$ cat config.mk
export PLATFORM = sky130hd
export DESIGN_NAME = axi_fill_master_flat
export DESIGN_NICKNAME = d
export VERILOG_FILES = /design/src/rtl/axi_fill_master_if.sv /design/src/rtl/axi_fill_master.sv /design/src/flat_wrapper.sv
export SDC_FILE = /design/constraint.sdc
export NUM_CORES = 1
export LEC_CHECK = 0
export CAP_MARGIN = 20
export CORE_MARGIN = 3
export CORE_UTILIZATION = 47
export CTS_BUF_LIST = sky130_fd_sc_hd__clkbuf_8 sky130_fd_sc_hd__clkbuf_16
export CTS_CLUSTER_DIAMETER = 100
export DETAILED_ROUTE_END_ITERATION = 10
export GPL_TIMING_DRIVEN = 0
export PLACE_DENSITY = 0.81
export SLEW_MARGIN = 10
export SYNTH_ARGS = -nofsm -noshare
export SYNTH_HDL_FRONTEND = slang
export SYNTH_SLANG_ARGS = --single-unit
$ cat constraint.sdc
create_clock -name Clk -period 3.6 [get_ports Clk]
set_input_delay 0.36 -clock Clk [delete_from_list [all_inputs] [get_ports Clk]]
set_output_delay 0.36 -clock Clk [all_outputs]
set_load 0.05 [all_outputs]
$ cat src/rtl/axi_fill_master_if.sv
// AXI4-Lite write-channel bundle between the fill master and its slave.
interface axi_fill_master_if #(
    parameter int ADDR_WIDTH = 19,
    parameter int DATA_WIDTH = 32
);
    logic [ADDR_WIDTH-1:0]   M_AXI_AWADDR;
    logic [2:0]              M_AXI_AWPROT;
    logic                    M_AXI_AWVALID;
    logic                    M_AXI_AWREADY;
    logic [DATA_WIDTH-1:0]   M_AXI_WDATA;
    logic [DATA_WIDTH/8-1:0] M_AXI_WSTRB;
    logic                    M_AXI_WVALID;
    logic                    M_AXI_WREADY;
    logic [1:0]              M_AXI_BRESP;
    logic                    M_AXI_BVALID;
    logic                    M_AXI_BREADY;

    modport master (
        output M_AXI_AWADDR, M_AXI_AWPROT, M_AXI_AWVALID,
        output M_AXI_WDATA, M_AXI_WSTRB, M_AXI_WVALID,
        output M_AXI_BREADY,
        input  M_AXI_AWREADY, M_AXI_WREADY, M_AXI_BRESP, M_AXI_BVALID
    );

    modport slave (
        input  M_AXI_AWADDR, M_AXI_AWPROT, M_AXI_AWVALID,
        input  M_AXI_WDATA, M_AXI_WSTRB, M_AXI_WVALID,
        input  M_AXI_BREADY,
        output M_AXI_AWREADY, M_AXI_WREADY, M_AXI_BRESP, M_AXI_BVALID
    );
endinterface

$ cat src/rtl/axi_fill_master.sv
// Fills a word range with a constant via single-outstanding AXI4-Lite writes; 2 cycles/word
// with ready slave. Stalls on AWREADY/WREADY/BVALID; start is only sampled while idle.
module axi_fill_master #(
    parameter int C_M_AXI_ADDR_WIDTH = 19,
    parameter int C_M_AXI_DATA_WIDTH = 32,
    parameter int COUNT_WIDTH        = 17
) (
    input  logic                          Clk,
    input  logic                          reset,
    input  logic                          start,
    input  logic [C_M_AXI_ADDR_WIDTH-1:0] base_addr,
    input  logic [COUNT_WIDTH-1:0]        word_count,
    input  logic [C_M_AXI_DATA_WIDTH-1:0] fill_data,
    output logic                          busy,
    output logic                          done,
    output logic                          error,
    output logic [COUNT_WIDTH-1:0]        words_done,
    axi_fill_master_if.master             m_axi
);
    localparam logic [1:0] S_IDLE  = 2'd0;
    localparam logic [1:0] S_WRITE = 2'd1;
    localparam logic [1:0] S_RESP  = 2'd2;
    localparam logic [1:0] S_DONE  = 2'd3;

    logic [1:0]                    state;
    logic [C_M_AXI_ADDR_WIDTH-1:0] awaddr;
    logic [C_M_AXI_DATA_WIDTH-1:0] wdata;
    logic [COUNT_WIDTH-1:0]        count;
    logic                          awvalid;
    logic                          wvalid;
    logic                          bready;
    logic                          aw_ok;
    logic                          w_ok;

    assign m_axi.M_AXI_AWADDR  = awaddr;
    assign m_axi.M_AXI_AWPROT  = 3'b000;
    assign m_axi.M_AXI_AWVALID = awvalid;
    assign m_axi.M_AXI_WDATA   = wdata;
    assign m_axi.M_AXI_WSTRB   = '1;
    assign m_axi.M_AXI_WVALID  = wvalid;
    assign m_axi.M_AXI_BREADY  = bready;

    // A channel is finished once its valid is low or is being accepted this cycle.
    assign aw_ok = !awvalid || m_axi.M_AXI_AWREADY;
    assign w_ok  = !wvalid  || m_axi.M_AXI_WREADY;

    always_ff @(posedge Clk) begin
        if (reset) begin
            state      <= S_IDLE;
            awaddr     <= '0;
            wdata      <= '0;
            count      <= '0;
            awvalid    <= 1'b0;
            wvalid     <= 1'b0;
            bready     <= 1'b0;
            busy       <= 1'b0;
            done       <= 1'b0;
            error      <= 1'b0;
            words_done <= '0;
        end else begin
            case (state)
                S_IDLE: begin
                    if (start) begin
                        awaddr     <= base_addr & ~C_M_AXI_ADDR_WIDTH'(3);
                        wdata      <= fill_data;
                        count      <= word_count;
                        error      <= 1'b0;
                        words_done <= '0;
                        busy       <= 1'b1;
                        if (word_count == '0) begin
                            state <= S_DONE;
                            done  <= 1'b1;
                        end else begin
                            state   <= S_WRITE;
                            awvalid <= 1'b1;
                            wvalid  <= 1'b1;
                        end
                    end
                end
                S_WRITE: begin
                    if (awvalid && m_axi.M_AXI_AWREADY) awvalid <= 1'b0;
                    if (wvalid && m_axi.M_AXI_WREADY)   wvalid  <= 1'b0;
                    if (aw_ok && w_ok) begin
                        state  <= S_RESP;
                        bready <= 1'b1;
                    end
                end
                S_RESP: begin
                    if (m_axi.M_AXI_BVALID && bready) begin
                        bready     <= 1'b0;
                        words_done <= words_done + COUNT_WIDTH'(1);
                        if (m_axi.M_AXI_BRESP != 2'b00) begin
                            error <= 1'b1;
                            state <= S_DONE;
                            done  <= 1'b1;
                        end else if (words_done + COUNT_WIDTH'(1) == count) begin
                            state <= S_DONE;
                            done  <= 1'b1;
                        end else begin
                            awaddr  <= awaddr + C_M_AXI_ADDR_WIDTH'(4);
                            awvalid <= 1'b1;
                            wvalid  <= 1'b1;
                            state   <= S_WRITE;
                        end
                    end
                end
                default: begin
                    done  <= 1'b0;
                    busy  <= 1'b0;
                    state <= S_IDLE;
                end
            endcase
        end
    end
endmodule

$ cat src/flat_wrapper.sv
// flat-port wrapper written by rule: the top's interface ports become plain ports
module axi_fill_master_flat 
#(
    parameter int C_M_AXI_ADDR_WIDTH = 19,
    parameter int C_M_AXI_DATA_WIDTH = 32,
    parameter int COUNT_WIDTH        = 17
)
  (Clk, reset, start, base_addr, word_count, fill_data, busy, done, error, words_done, m_axi_M_AXI_AWADDR, m_axi_M_AXI_AWPROT, m_axi_M_AXI_AWVALID, m_axi_M_AXI_WDATA, m_axi_M_AXI_WSTRB, m_axi_M_AXI_WVALID, m_axi_M_AXI_BREADY, m_axi_M_AXI_AWREADY, m_axi_M_AXI_WREADY, m_axi_M_AXI_BRESP, m_axi_M_AXI_BVALID);
  axi_fill_master_if #(.ADDR_WIDTH((19)), .DATA_WIDTH(32)) m_axi_i ();
  input  logic Clk;
  input  logic reset;
  input  logic start;
  input  logic [C_M_AXI_ADDR_WIDTH-1:0] base_addr;
  input  logic [COUNT_WIDTH-1:0] word_count;
  input  logic [C_M_AXI_DATA_WIDTH-1:0] fill_data;
  output logic busy;
  output logic done;
  output logic error;
  output logic [COUNT_WIDTH-1:0] words_done;
  output wire logic [$bits(m_axi_i.M_AXI_AWADDR)-1:0] m_axi_M_AXI_AWADDR;
  output wire logic [$bits(m_axi_i.M_AXI_AWPROT)-1:0] m_axi_M_AXI_AWPROT;
  output wire logic [$bits(m_axi_i.M_AXI_AWVALID)-1:0] m_axi_M_AXI_AWVALID;
  output wire logic [$bits(m_axi_i.M_AXI_WDATA)-1:0] m_axi_M_AXI_WDATA;
  output wire logic [$bits(m_axi_i.M_AXI_WSTRB)-1:0] m_axi_M_AXI_WSTRB;
  output wire logic [$bits(m_axi_i.M_AXI_WVALID)-1:0] m_axi_M_AXI_WVALID;
  output wire logic [$bits(m_axi_i.M_AXI_BREADY)-1:0] m_axi_M_AXI_BREADY;
  input wire logic [$bits(m_axi_i.M_AXI_AWREADY)-1:0] m_axi_M_AXI_AWREADY;
  input wire logic [$bits(m_axi_i.M_AXI_WREADY)-1:0] m_axi_M_AXI_WREADY;
  input wire logic [$bits(m_axi_i.M_AXI_BRESP)-1:0] m_axi_M_AXI_BRESP;
  input wire logic [$bits(m_axi_i.M_AXI_BVALID)-1:0] m_axi_M_AXI_BVALID;
  assign m_axi_M_AXI_AWADDR = m_axi_i.M_AXI_AWADDR;
  assign m_axi_M_AXI_AWPROT = m_axi_i.M_AXI_AWPROT;
  assign m_axi_M_AXI_AWVALID = m_axi_i.M_AXI_AWVALID;
  assign m_axi_M_AXI_WDATA = m_axi_i.M_AXI_WDATA;
  assign m_axi_M_AXI_WSTRB = m_axi_i.M_AXI_WSTRB;
  assign m_axi_M_AXI_WVALID = m_axi_i.M_AXI_WVALID;
  assign m_axi_M_AXI_BREADY = m_axi_i.M_AXI_BREADY;
  assign m_axi_i.M_AXI_AWREADY = m_axi_M_AXI_AWREADY;
  assign m_axi_i.M_AXI_WREADY = m_axi_M_AXI_WREADY;
  assign m_axi_i.M_AXI_BRESP = m_axi_M_AXI_BRESP;
  assign m_axi_i.M_AXI_BVALID = m_axi_M_AXI_BVALID;
  axi_fill_master #(.C_M_AXI_ADDR_WIDTH(C_M_AXI_ADDR_WIDTH), .C_M_AXI_DATA_WIDTH(C_M_AXI_DATA_WIDTH), .COUNT_WIDTH(COUNT_WIDTH)) u_core (.Clk(Clk), .reset(reset), .start(start), .base_addr(base_addr), .word_count(word_count), .fill_data(fill_data), .busy(busy), .done(done), .error(error), .words_done(words_done), .m_axi(m_axi_i));
endmodule
==> Word level (Yosys, flattened, before mapping) <==
Index checks and enable logic that the tools add are counted.
Widths: inputs -> output; s select.
{ "classes": {"n_eq_ne": 14, "bitwise_logic": 2, "addsub": 2, "n_reduce_logical": 25, "n_mux": 39} }
{ "ops": {"columns": ["operator", "n"], "rows": [
  ["$mux 19", 4],
  ["$pmux 19 s2", 1],
  ["$mux 17", 2],
  ["$pmux 17 s2", 1],
  ["$add 19x3->19 const B", 1],
  ["$mux 1", 18],
  ["$add 17x1->17 const B", 1],
  ["$eq 17x17->1", 1],
  ["$logic_not 17->1", 1],
  ["$reduce_and 7->1", 2],
  ["$mux 2", 6],
  ["$ne 2x1->1 const B", 6],
  ["$reduce_and 5->1", 2],
  ["$pmux 1 s3", 3],
  ["$reduce_and 3->1", 3],
  ["$ne 2x2->1 const B", 4],
  ["$pmux 1 s2", 3],
  ["$pmux 2 s3", 1],
  ["$reduce_bool 2->1", 3],
  ["$logic_and 1x1->1", 4],
  ["$reduce_and 2->1", 2],
  ["$reduce_and 4->1", 1],
  ["$ne 3x1->1 const B", 1],
  ["$reduce_bool 3->1", 1],
  ["7 further kinds", 10]
]} }
{ "word_totals": {"elab_cells": 93, "out_inout_bits": 81, "register_bits": 93} }

==> Logic depth before layout (Yosys ltp) <==
Gate-level depths: netlist of the first run.
{ "logic_depth": {"depth_word": 6, "depth_mapped": 12, "depth_no_buf": 10} }

==> Worst setup path before layout of the first run <==
Ideal clock, no wire load.
{ "synth_timing": {"path_kind": "register to register", "startpoint": "reg u_core.words_done[0]", "endpoint": "reg u_core.awaddr[7] (netlist: u_core.m_axi.M_AXI_AWADDR[7])", "path_stages_with_launch": 12, "t_arrival_ns": 3.070, "period_less_slack_ns": 3.166, "path_buffers": 2, "required_time_ns": 3.505, "path_slack_ns": 0.434, "path_cell_list": "dfxtp_1 ha_1 nand3_1 buf_4 nor4_4 nand3_1 a2111oi_0 o2111a_2 buf_4 nor4_1 xnor2_1 a221oi_1"} }
{ "synth_between": {"elab_chain_cells": 4} }
{ "synth_lines": {"columns": ["item", "line_no", "rtl"], "rows": [
  ["start, declared", "axi_fill_master.sv:17", "output logic [COUNT_WIDTH-1:0] words_done,"],
  ["start signal, assigned", "axi_fill_master.sv:91", "words_done <= words_done + COUNT_WIDTH'(1);"],
  ["$add 17x1->17", "axi_fill_master.sv:96", "end else if (words_done + COUNT_WIDTH'(1) == count) begin"],
  ["$eq 17x17->1", "axi_fill_master.sv:96", null],
  ["$ne 2x2->1 (no line)", null, null],
  ["$reduce_and 5->1 (no line)", null, null],
  ["end signal, assigned", "axi_fill_master.sv:64", "awaddr <= base_addr & ~C_M_AXI_ADDR_WIDTH'(3);"],
  ["end signal, assigned", "axi_fill_master.sv:100", "awaddr <= awaddr + C_M_AXI_ADDR_WIDTH'(4);"],
  ["end, declared", "axi_fill_master.sv:26", "logic [C_M_AXI_ADDR_WIDTH-1:0] awaddr;"]
]} }
No other way between the ends.
A chain may end at the register's enable or synchronous reset.

==> Final worst setup path of the first run <==
{ "layout_timing": {"startpoint": "reg u_core.words_done[0]", "endpoint": "reg u_core.awaddr[8] (netlist: u_core.m_axi.M_AXI_AWADDR[8])"} }
Same word-level chain as after synthesis.

==> impl_metrics.yaml, run 1 <==
clock_network:
  path_clk_slew_ns: 0.09
  clockBufferDepth: 2
  cts_made_buffers: 9
  clock_sinks: 91
  cts_root_buf: "clkbuf_8"
  post-cts-setup-buffer-count: 0
  cts_hold_buf: 0
  cts_tree: "done"
  post_cts_resized: 0
  htreeDepth: 3
  insertion_delay_ns: 0.35
setup_path:
  arrival_ns: 3.61
  cp_max_fo: 10
  setup.worst_path.end_class: "flop"
  crit_type: "flop to flop"
  crit_slowest_cell: "a2111oi_1"
  cpLargestDelayFamily: "compound AO/OA/AOI/OAI gates"
  cp.buffers_inverters: 2
  crit_required_ns: 3.85
  path_common_cell: "nand3_1"
  max_stage_delay_ns: 0.50
  start_kind: "flop"
  path_cells: "ha_1 -> nand3_1 -> buf_4 -> nor4_4 -> nand3_1 -> a2111oi_1 -> o2111a_2 -> or2b_4 -> buf_2 -> nor2_1 -> a31o_2"
grt:
  grt_max_degree: 14
  top_usage_layer: "met2"
  use_met1: 0.325
  overflow: 0
  use_met3: 0.0672
  grt_pass1_vias: 4968
  grt_use_total: 0.258
  grt_first_pass_wirelength_um: 24200
  antenna_found_initial: 0
  grtUsageMet2: 0.423
synthesis:
  ys_seq_elements: 91
  synth_simple_gate_area_frac: 0.288
  synth_xor_area_frac: 0.0426
  ys_warn_count: 0
  async_flop_share: 0
  yosys-top-cells-area: "dfxtp_1 37%, nand2_1 10%, a21oi_1 7.9%"
  synth_edf_count: 0
  syn-cell-area_um2: 4880
  synth_compound_area_frac: 0.199
  ys_dominant_reg_cell: "dfxtp_1"
  yosysTopAreaCell: "dfxtp_1"
  avgSynthCellArea_um2: 7.59
  synthMuxAreaShare: 0.0164
  synth_top_family_by_area: "simple AND/OR/NAND/NOR gates"
  synth.distinct_cells: 63
  synth_cells: 643
  synth_fa_ha_area_frac: 0.0154
  yosysTopAreaCellShare: 0.373
  yosysSeqAreaShare: 0.373
final_layout:
  nets: 888
  antenna_cells: 0
  synthToLayoutAreaGrowth_pct: 37.8
  drive_gt1_frac: 0.0593
floorplanning:
  die_area_um2: 11600
  io-pin-count: 157
  core_um2: 9950
  die_y_um: 108
  start_util: 0.490
  rows: 36
  die-width_um: 108
route:
  wl_per_cell_um: 16.0
  first_pass_iters: 5
  wirelength_um: 15100
  dr_total_vias: 5274
  detail_route.vias_per_cell: 5.60
  first_iter_violations: 270
  drc: 0
  drtAntennaViolNets: 0
power_and_ir_drop:
  p_leak_uw: 0.00243
  vdd_drop_max_mv: 0.385
  p_per_area_nw_per_um2: 679
sta:
  clock_skew_ns: 0.00985
  relSlewSlack: 0.586
  rsz0062_at_grt: "no"
  fin_hold_ws_ns: 0.457
  final_hold_viol_count: 0
  tightest_slew_ns: 0.620
  slew_violations: 0
  clock.fmax_mhz: 297
  fin_crit_ns: 3.37
  fin_crit_sh: 0.936
  setup_violations: 0
  fin_tns_setup_ns: 0
placed_design:
  dp_hpwl_um: 11400
  io_buffers: 145
  gp_congestion: 0.932
flow_run:
  drv_cap: 0
status:
  status: "finished, final reports clean"
worst_hold_path:
  hp-class: "flop to flop"
-- registers in the layout, indices dropped and copies added, names as in the netlist --
name / flops
u_core.m_axi.M_AXI_WDATA: 32
u_core.count: 17
u_core.m_axi.M_AXI_AWADDR: 17
u_core.words_done: 17
u_core.state: 2
u_core.busy: 1
u_core.done: 1
u_core.error: 1
u_core.m_axi.M_AXI_AWVALID: 1
u_core.m_axi.M_AXI_BREADY: 1
u_core.m_axi.M_AXI_WVALID: 1
-- synthesized netlist by cell type (5+ instances only) --
master and n:
nand2b_1 11, mux2i_1 8, inv_1 10, a31oi_1 8, xor2_1 7, dfxtp_1 91, nor4_1 9, nand2_1 136
nor2b_1 7, xnor2_1 14, ha_1 6, a21oi_1 77, clkbuf_1 31, buf_4 12, nor2_1 45, a22oi_1 5
nand4_1 9, nand3_1 17, a311oi_1 6, and3_1 12, buf_2 8, nor3_1 18, buf_1 6, o22ai_1 5
o21ai_0 16, a211oi_1 5
-- power by group --
part | leakage, uW | switching [uW] | internal (uW) | total (uW)
combinational | 0.00158 | 1580 | 822 | 2400
clock | 0.000104 | 357 | 370 | 727
sequential | 0.000746 | 210 | 1220 | 1430
total | 0.00243 | 2150 | 2420 | 4560
-- through the flow --
| step | power, uW | utilization | instance area [um2] | setup slack [ns] | std cells |
|---|---|---|---|---|---|
| global placement | 3770 | 0.655 | 6530 | 0.345 | 928 |
| CTS | 4560 | 0.676 | 6730 | 0.251 | 942 |
| global route | 4840 | 0.676 | 6730 | 0.0887 | 942 |
| floorplan | 3050 | - | 4910 | 0.434 | 650 |
| finish | 4560 | 0.676 | 6730 | 0.232 | 942 |
| detailed placement | 3830 | 0.655 | 6530 | 0.334 | 928 |
-- worst reg2reg max path: cells and delay by family, from the launching register on --
kind | cells | cell delay, ns
AOI/OAI and AO/OA | 3 | 1.11
and+or+nand+nor | 5 | 0.92
DFF | 1 | 0.49
buffers and inverters | 2 | 0.44
adders and majority gates | 1 | 0.32
-- worst paths after layout --
check | start | slack (ns) | end | cells after the start
hold / removal | u_core.m_axi.M_AXI_WDATA[13] | 0.46 | u_core.m_axi.M_AXI_WDATA[13] | 2
hold reg to reg | u_core.m_axi.M_AXI_WDATA[13] | 0.46 | u_core.m_axi.M_AXI_WDATA[13] | 2
setup / recovery | u_core.words_done[0] | 0.23 | u_core.m_axi.M_AXI_AWADDR[8] | 11
setup reg to reg | u_core.words_done[0] | 0.23 | u_core.m_axi.M_AXI_AWADDR[8] | 11
-- cell type report --
class	instances	area, um2
clock buffer	12	165
tap	133	166
buffer	58	274
sequential	91	1820
multi-input combinational	491	2780
inverter	10	37.5
timing repair buffer	145	1450
fill	845	3230
clock inverter	2	35.0
-- placed cells by master (no fill, tap or decap), types with 6 or more instances in the layout --
cell,n
clkdlybuf4s50_1,145
dfxtp_1,91
nand2b_1,11
nor2b_1,7
nor3_1,18
o21ai_0,16
nand2_1,136
nor2_1,45
buf_4,12
a311oi_1,6
conb_1,9
a31oi_1,8
xnor2_1,14
clkbuf_8,12
nor4_1,9
buf_1,6
and3_1,12
clkbuf_1,31
buf_2,8
mux2i_1,8
xor2_1,7
inv_1,10
a21oi_1,77
nand4_1,9
nand3_1,17
ha_1,6
-- cell families (layout without fill, tap and decap cells) --
logic type      after synthesis  in the layout
fa+ha+maj                     6              6
flops                        91             91
buf+inv                      68            227
simple gates                291            291
xor+xnor                     22             22
compound gates              155            155
mux                           8              8
other cells                   2              9
-- routing by layer --
| metal | up-vias | share of wire |
|---|---|---|
| met4 | 0 | 0.019 |
| met3 | 23 | 0.098 |
| li1 | 2558 | - |
| met2 | 248 | 0.48 |
| met5 | - | 0 |
| met1 | 2445 | 0.40 |
Power figures use the tool's default switching activity.
==> run 2, diff against run 1 <==
- GPL_ROUTABILITY_DRIVEN: not set -> 0
==> run 2 against run 1 <==
  * Global-route usage about the same
  * Combinational power about the same
  * Critical path type unchanged
  * Cell count up 0.21%
  * Largest cell class unchanged
  * Core utilization up 0.11 points
  * Highest routed layer unchanged
  * Register-to-register slack better by 0.03 ns
==> impl_metrics.yaml, run 2 (synthesis gave the netlist of run 1 again) <==
route:
  dr_total_vias: 5328
  first_iter_violations: 374
  first_pass_iters: 5
  wirelength_um: 14900
  drtAntennaViolNets: 0
  drc: 0
  detail_route.vias_per_cell: 5.64
  wl_per_cell_um: 15.8
clock_network:
  path_clk_slew_ns: 0.09
  post-cts-setup-buffer-count: 0
  clockBufferDepth: 2
  cts_tree: "done"
  cts_root_buf: "clkbuf_8"
  insertion_delay_ns: 0.37
  post_cts_resized: 0
  cts_hold_buf: 0
  cts_made_buffers: 9
  htreeDepth: 3
  clock_sinks: 91
grt:
  overflow: 0
  grt_max_degree: 15
  antenna_found_initial: 0
  grt_first_pass_wirelength_um: 24300
  grt_use_total: 0.258
  grt_pass1_vias: 5060
setup_path:
  path_depth: 11
  cpLargestDelayFamily: "compound AO/OA/AOI/OAI gates"
  cp_max_fo: 10
  setup.worst_path.end_class: "flop"
  reg2reg_setup_slack_ns: 0.26
  arrival_ns: 3.62
  start_kind: "flop"
  cp.buffers_inverters: 2
  timing.rr.start: "u_core.words_done[0]"
  crit_type: "flop to flop"
  max_stage_delay_ns: 0.51
  r2r_cells: 11
  path_cells: "ha_1 -> nand3_1 -> buf_4 -> nor4_4 -> nand3_1 -> a2111oi_0 -> o2111a_2 -> buf_4 -> nor4_1 -> xnor2_1 -> a221oi_1"
  crit_slowest_cell: "a2111oi_0"
  crit_required_ns: 3.88
  r2r_end: "u_core.m_axi.M_AXI_AWADDR[7]"
worst_hold_path:
  min_from: "u_core.m_axi.M_AXI_WDATA[1]"
  min_path_cells: 2
  hp-class: "flop to flop"
  hold_end: "u_core.m_axi.M_AXI_WDATA[1]"
final_layout:
  final_cell_mix: "145 x clkdlybuf4s50_1, 136 x nand2_1, 91 x dfxtp_1"
  synthToLayoutAreaGrowth_pct: 38.0
  nFillCells: 848
  drive_gt1_frac: 0.0617
  antenna_cells: 0
  final_common_cell: "clkdlybuf4s50_1"
  largest_reg_flops: 32
  nets: 888
placed_design:
  dp_hpwl_um: 11300
  io_buffers: 145
flow_run:
  drv_cap: 0
floorplanning:
  die-width_um: 108
  core_um2: 9950
  start_util: 0.490
  rows: 36
  io-pin-count: 157
  die_area_um2: 11600
  die_y_um: 108
status:
  status: "finished, final reports clean"
sta:
  clock_skew_ns: 0.0129
  rsz0062_at_grt: "no"
  clock.fmax_mhz: 299
  fin_crit_sh: 0.928
  fin_crit_ns: 3.34
  relSlewSlack: 0.585
  final_hold_viol_count: 0
  tightest_slew_ns: 0.623
  fin_tns_setup_ns: 0
  slew_violations: 0
  setup_violations: 0
  fin_hold_ws_ns: 0.459
power_and_ir_drop:
  p_per_area_nw_per_um2: 680
  vdd_drop_max_mv: 0.405
  p_leak_uw: 0.00243
==> run 2: per-layer routing <==
metal  track usage  vias up  wire, um
met4        0.0983        0       350
met2         0.431      291      6940
met3        0.0708       40      1690
li1              -     2576         -
met1         0.317     2421      5910
met5             0        -         0
==> run 2: area by class of cell <==
| cell class | instances | area (um2) | area share |
|---|---|---|---|
| clock inverter | 4 | 47.5 | 0.00706 |
| inverter | 10 | 37.5 | 0.00557 |
| clock buffer | 12 | 165 | 0.0245 |
| timing repair buffer | 145 | 1450 | 0.215 |
| multi-input combinational | 491 | 2770 | 0.412 |
| tap | 133 | 166 | 0.0247 |
| sequential | 91 | 1820 | 0.270 |
| buffer | 58 | 274 | 0.0407 |
==> run 2: metrics by stage <==
step | instance area, um2 | setup WS (ns) | total power (uW) | cells | util
after floorplan | 4910 | 0.434 | 3050 | 650 | -
after global placement | 6530 | 0.380 | 3770 | 928 | 0.655
after detailed placement | 6530 | 0.391 | 3820 | 928 | 0.655
after CTS | 6740 | 0.351 | 4570 | 944 | 0.677
after global routing | 6740 | 0.0821 | 4850 | 944 | 0.677
final | 6740 | 0.260 | 4580 | 944 | 0.677
==> run 2: tightest hold or removal path, delay by kind of cell, from the launching register on <==
kind            cells  cell delay [ns]
compound gates      1             0.05
flops               1             0.32
simple gates        1             0.05
==> run 2: where the power goes <==
part	internal [uW]	switching [uW]	leakage (uW)
sequential	1220	210	0.000746
combinational	821	1580	0.00158
clock	376	375	0.000108
total	2420	2160	0.00243
==> run 2: worst max path at each step <==
stage | from | endpoint | slack (ns)
2_1_floorplan | u_core.words_done[0] | u_core.m_axi.M_AXI_AWADDR[7] | 0.43
6_report | u_core.words_done[0] | u_core.m_axi.M_AXI_AWADDR[7] | 0.26
4_1_cts | u_core.words_done[0] | u_core.state[1] | 0.35
3_5_place_dp | u_core.words_done[0] | u_core.m_axi.M_AXI_AWADDR[8] | 0.39
3_3_place_gp | u_core.words_done[0] | u_core.m_axi.M_AXI_AWADDR[8] | 0.38
5_1_grt | u_core.words_done[0] | u_core.m_axi.M_AXI_AWADDR[18] | 0.08
==> run 3, diff against run 2 <==
- REMOVE_ABC_BUFFERS: not set -> 1
==> run 3 against run 2 <==
  * Count of clock-buffer cells in the layout fell by 2
  * Fmax fell by 1.2%
  * Critical path type unchanged
  * Via count shrank 5.0%
  * Largest power group unchanged
==> impl_metrics.yaml, run 3 (synthesis gave the netlist of run 1 again) <==
setup_path:
  crit_type: "flop to flop"
  crit_start: "u_core.words_done[0]"
  r2r_end: "u_core.m_axi.M_AXI_AWADDR[4]"
  r2r_cells: 10
  setup.worst_path.end_class: "flop"
  cp_max_fo: 11
  start_kind: "flop"
  crit_required_ns: 3.83
  arrival_ns: 3.61
  critPathCapture: "u_core.m_axi.M_AXI_AWADDR[4]"
  reg2reg_setup_slack_ns: 0.22
  timing.rr.start: "u_core.words_done[0]"
sta:
  setup_violations: 0
  slew_violations: 0
  clock_skew_ns: 0.0126
  relSlewSlack: 0.422
  fin_hold_ws_ns: 0.424
  final_hold_viol_count: 0
  rsz0062_at_grt: "no"
  fin_tns_setup_ns: 0
  fin_crit_ns: 3.38
  tightest_slew_ns: 0.868
  setup_ws_ns: 0.219
  clock.fmax_mhz: 296
  fin_crit_sh: 0.939
final_layout:
  antenna_cells: 0
  nFillCells: 849
  nets: 837
  post-route-util: 0.659
  largest_reg_flops: 32
  drive_gt1_frac: 0.0566
  synthToLayoutAreaGrowth_pct: 34.3
  final_cell_mix: "144 x clkdlybuf4s50_1, 135 x nand2_1, 91 x dfxtp_1"
  final_common_cell: "clkdlybuf4s50_1"
route:
  wirelength_um: 14100
  dr_total_vias: 5059
  first_pass_iters: 5
  detail_route.vias_per_cell: 5.67
  drtAntennaViolNets: 0
  wl_per_cell_um: 15.8
  first_iter_violations: 312
  drc: 0
clock_network:
  clock_sinks: 91
  clockBufferDepth: 2
  path_clk_slew_ns: 0.10
  cts_tree: "done"
  cts_root_buf: "clkbuf_8"
  cts_made_buffers: 9
  insertion_delay_ns: 0.36
  htreeDepth: 3
floorplanning:
  start_util: 0.490
  core_um2: 9950
  io-pin-count: 157
  die-width_um: 108
  die_y_um: 108
  rows: 36
  die_area_um2: 11600
placed_design:
  place_ws_ns: -0.423
  dp_hpwl_um: 10000
  io_buffers: 145
grt:
  grt_use_total: 0.243
  antenna_found_initial: 0
  grt_pass1_vias: 4758
  overflow: 0
  grt_first_pass_wirelength_um: 23100
  grt_max_degree: 58
power_and_ir_drop:
  p_per_area_nw_per_um2: 687
  p_leak_uw: 0.00233
  vdd_drop_max_mv: 0.399
flow_run:
  drv_cap: 0
status:
  status: "finished, final reports clean"
worst_hold_path:
  hp-class: "primary input to flop"
  min_path_cells: 2
==> run 3: stage by stage <==
step,cells,cell area (um2),total power (uW)
global placement,870,6250,3670
detailed placement,873,6310,3780
global route,893,6560,4780
finish,893,6560,4500
CTS,889,6520,4490
floorplan,592,4630,2970
==> run 3: how the worst min path moves through the flow <==
stage	startpoint	slack, ns	to
2_1_floorplan	reset	0.43	u_core.m_axi.M_AXI_AWADDR[3]
3_3_place_gp	u_core.m_axi.M_AXI_WDATA[22]	0.44	u_core.m_axi.M_AXI_WDATA[22]
3_5_place_dp	u_core.m_axi.M_AXI_WDATA[5]	0.45	u_core.m_axi.M_AXI_WDATA[5]
4_1_cts	reset	0.41	u_core.m_axi.M_AXI_BREADY
5_1_grt	reset	0.42	u_core.m_axi.M_AXI_BREADY
6_report	reset	0.42	u_core.m_axi.M_AXI_BREADY
==> run 3: worst max-delay path, cell delays in order, from the launching register on <==
cell and delay (ns):
dfxtp_1 0.49, ha_1 0.33, nand3_2 0.27, or3_4 0.49, o31a_1 0.32, nor4_1 0.25
o2111a_2 0.36, buf_4 0.17, nor2_1 0.06, mux2i_1 0.11, a2111oi_0 0.41
==> run 3: metal layers <==
metal,global-route usage,share of wire,up-vias
met5,0,0,-
met1,0.312,0.41,2340
li1,-,-,2464
met3,0.0744,0.11,25
met2,0.395,0.46,230
met4,0.0730,0.017,0
==> run 3: what timing repair did <==
action / CTS / global route
buffers inserted: 0 / 3
endpoints found under the setup margin: 27 / 11
hold buffers: 0 / 0
resized for setup: 4 / 1
pin swaps: 0 / 2
==> run 3: layout make-up <==
class	instances	area, um2	share of cell area
Clock inverter	6	56.3	0.00859
Timing Repair Buffer	152	1540	0.235
Multi-Input combinational cell	491	2800	0.426
Sequential cell	91	1820	0.278
Inverter	10	37.5	0.00573
Clock buffer	10	138	0.0210
Tap cell	133	166	0.0254
==> run 3: where the power goes <==
part / total (uW) / internal (uW) / switching (uW) / leakage [uW]
clock network: 701 / 335 / 367 / 0.000103
logic: 2370 / 833 / 1540 / 0.00148
registers: 1430 / 1220 / 207 / 0.000746
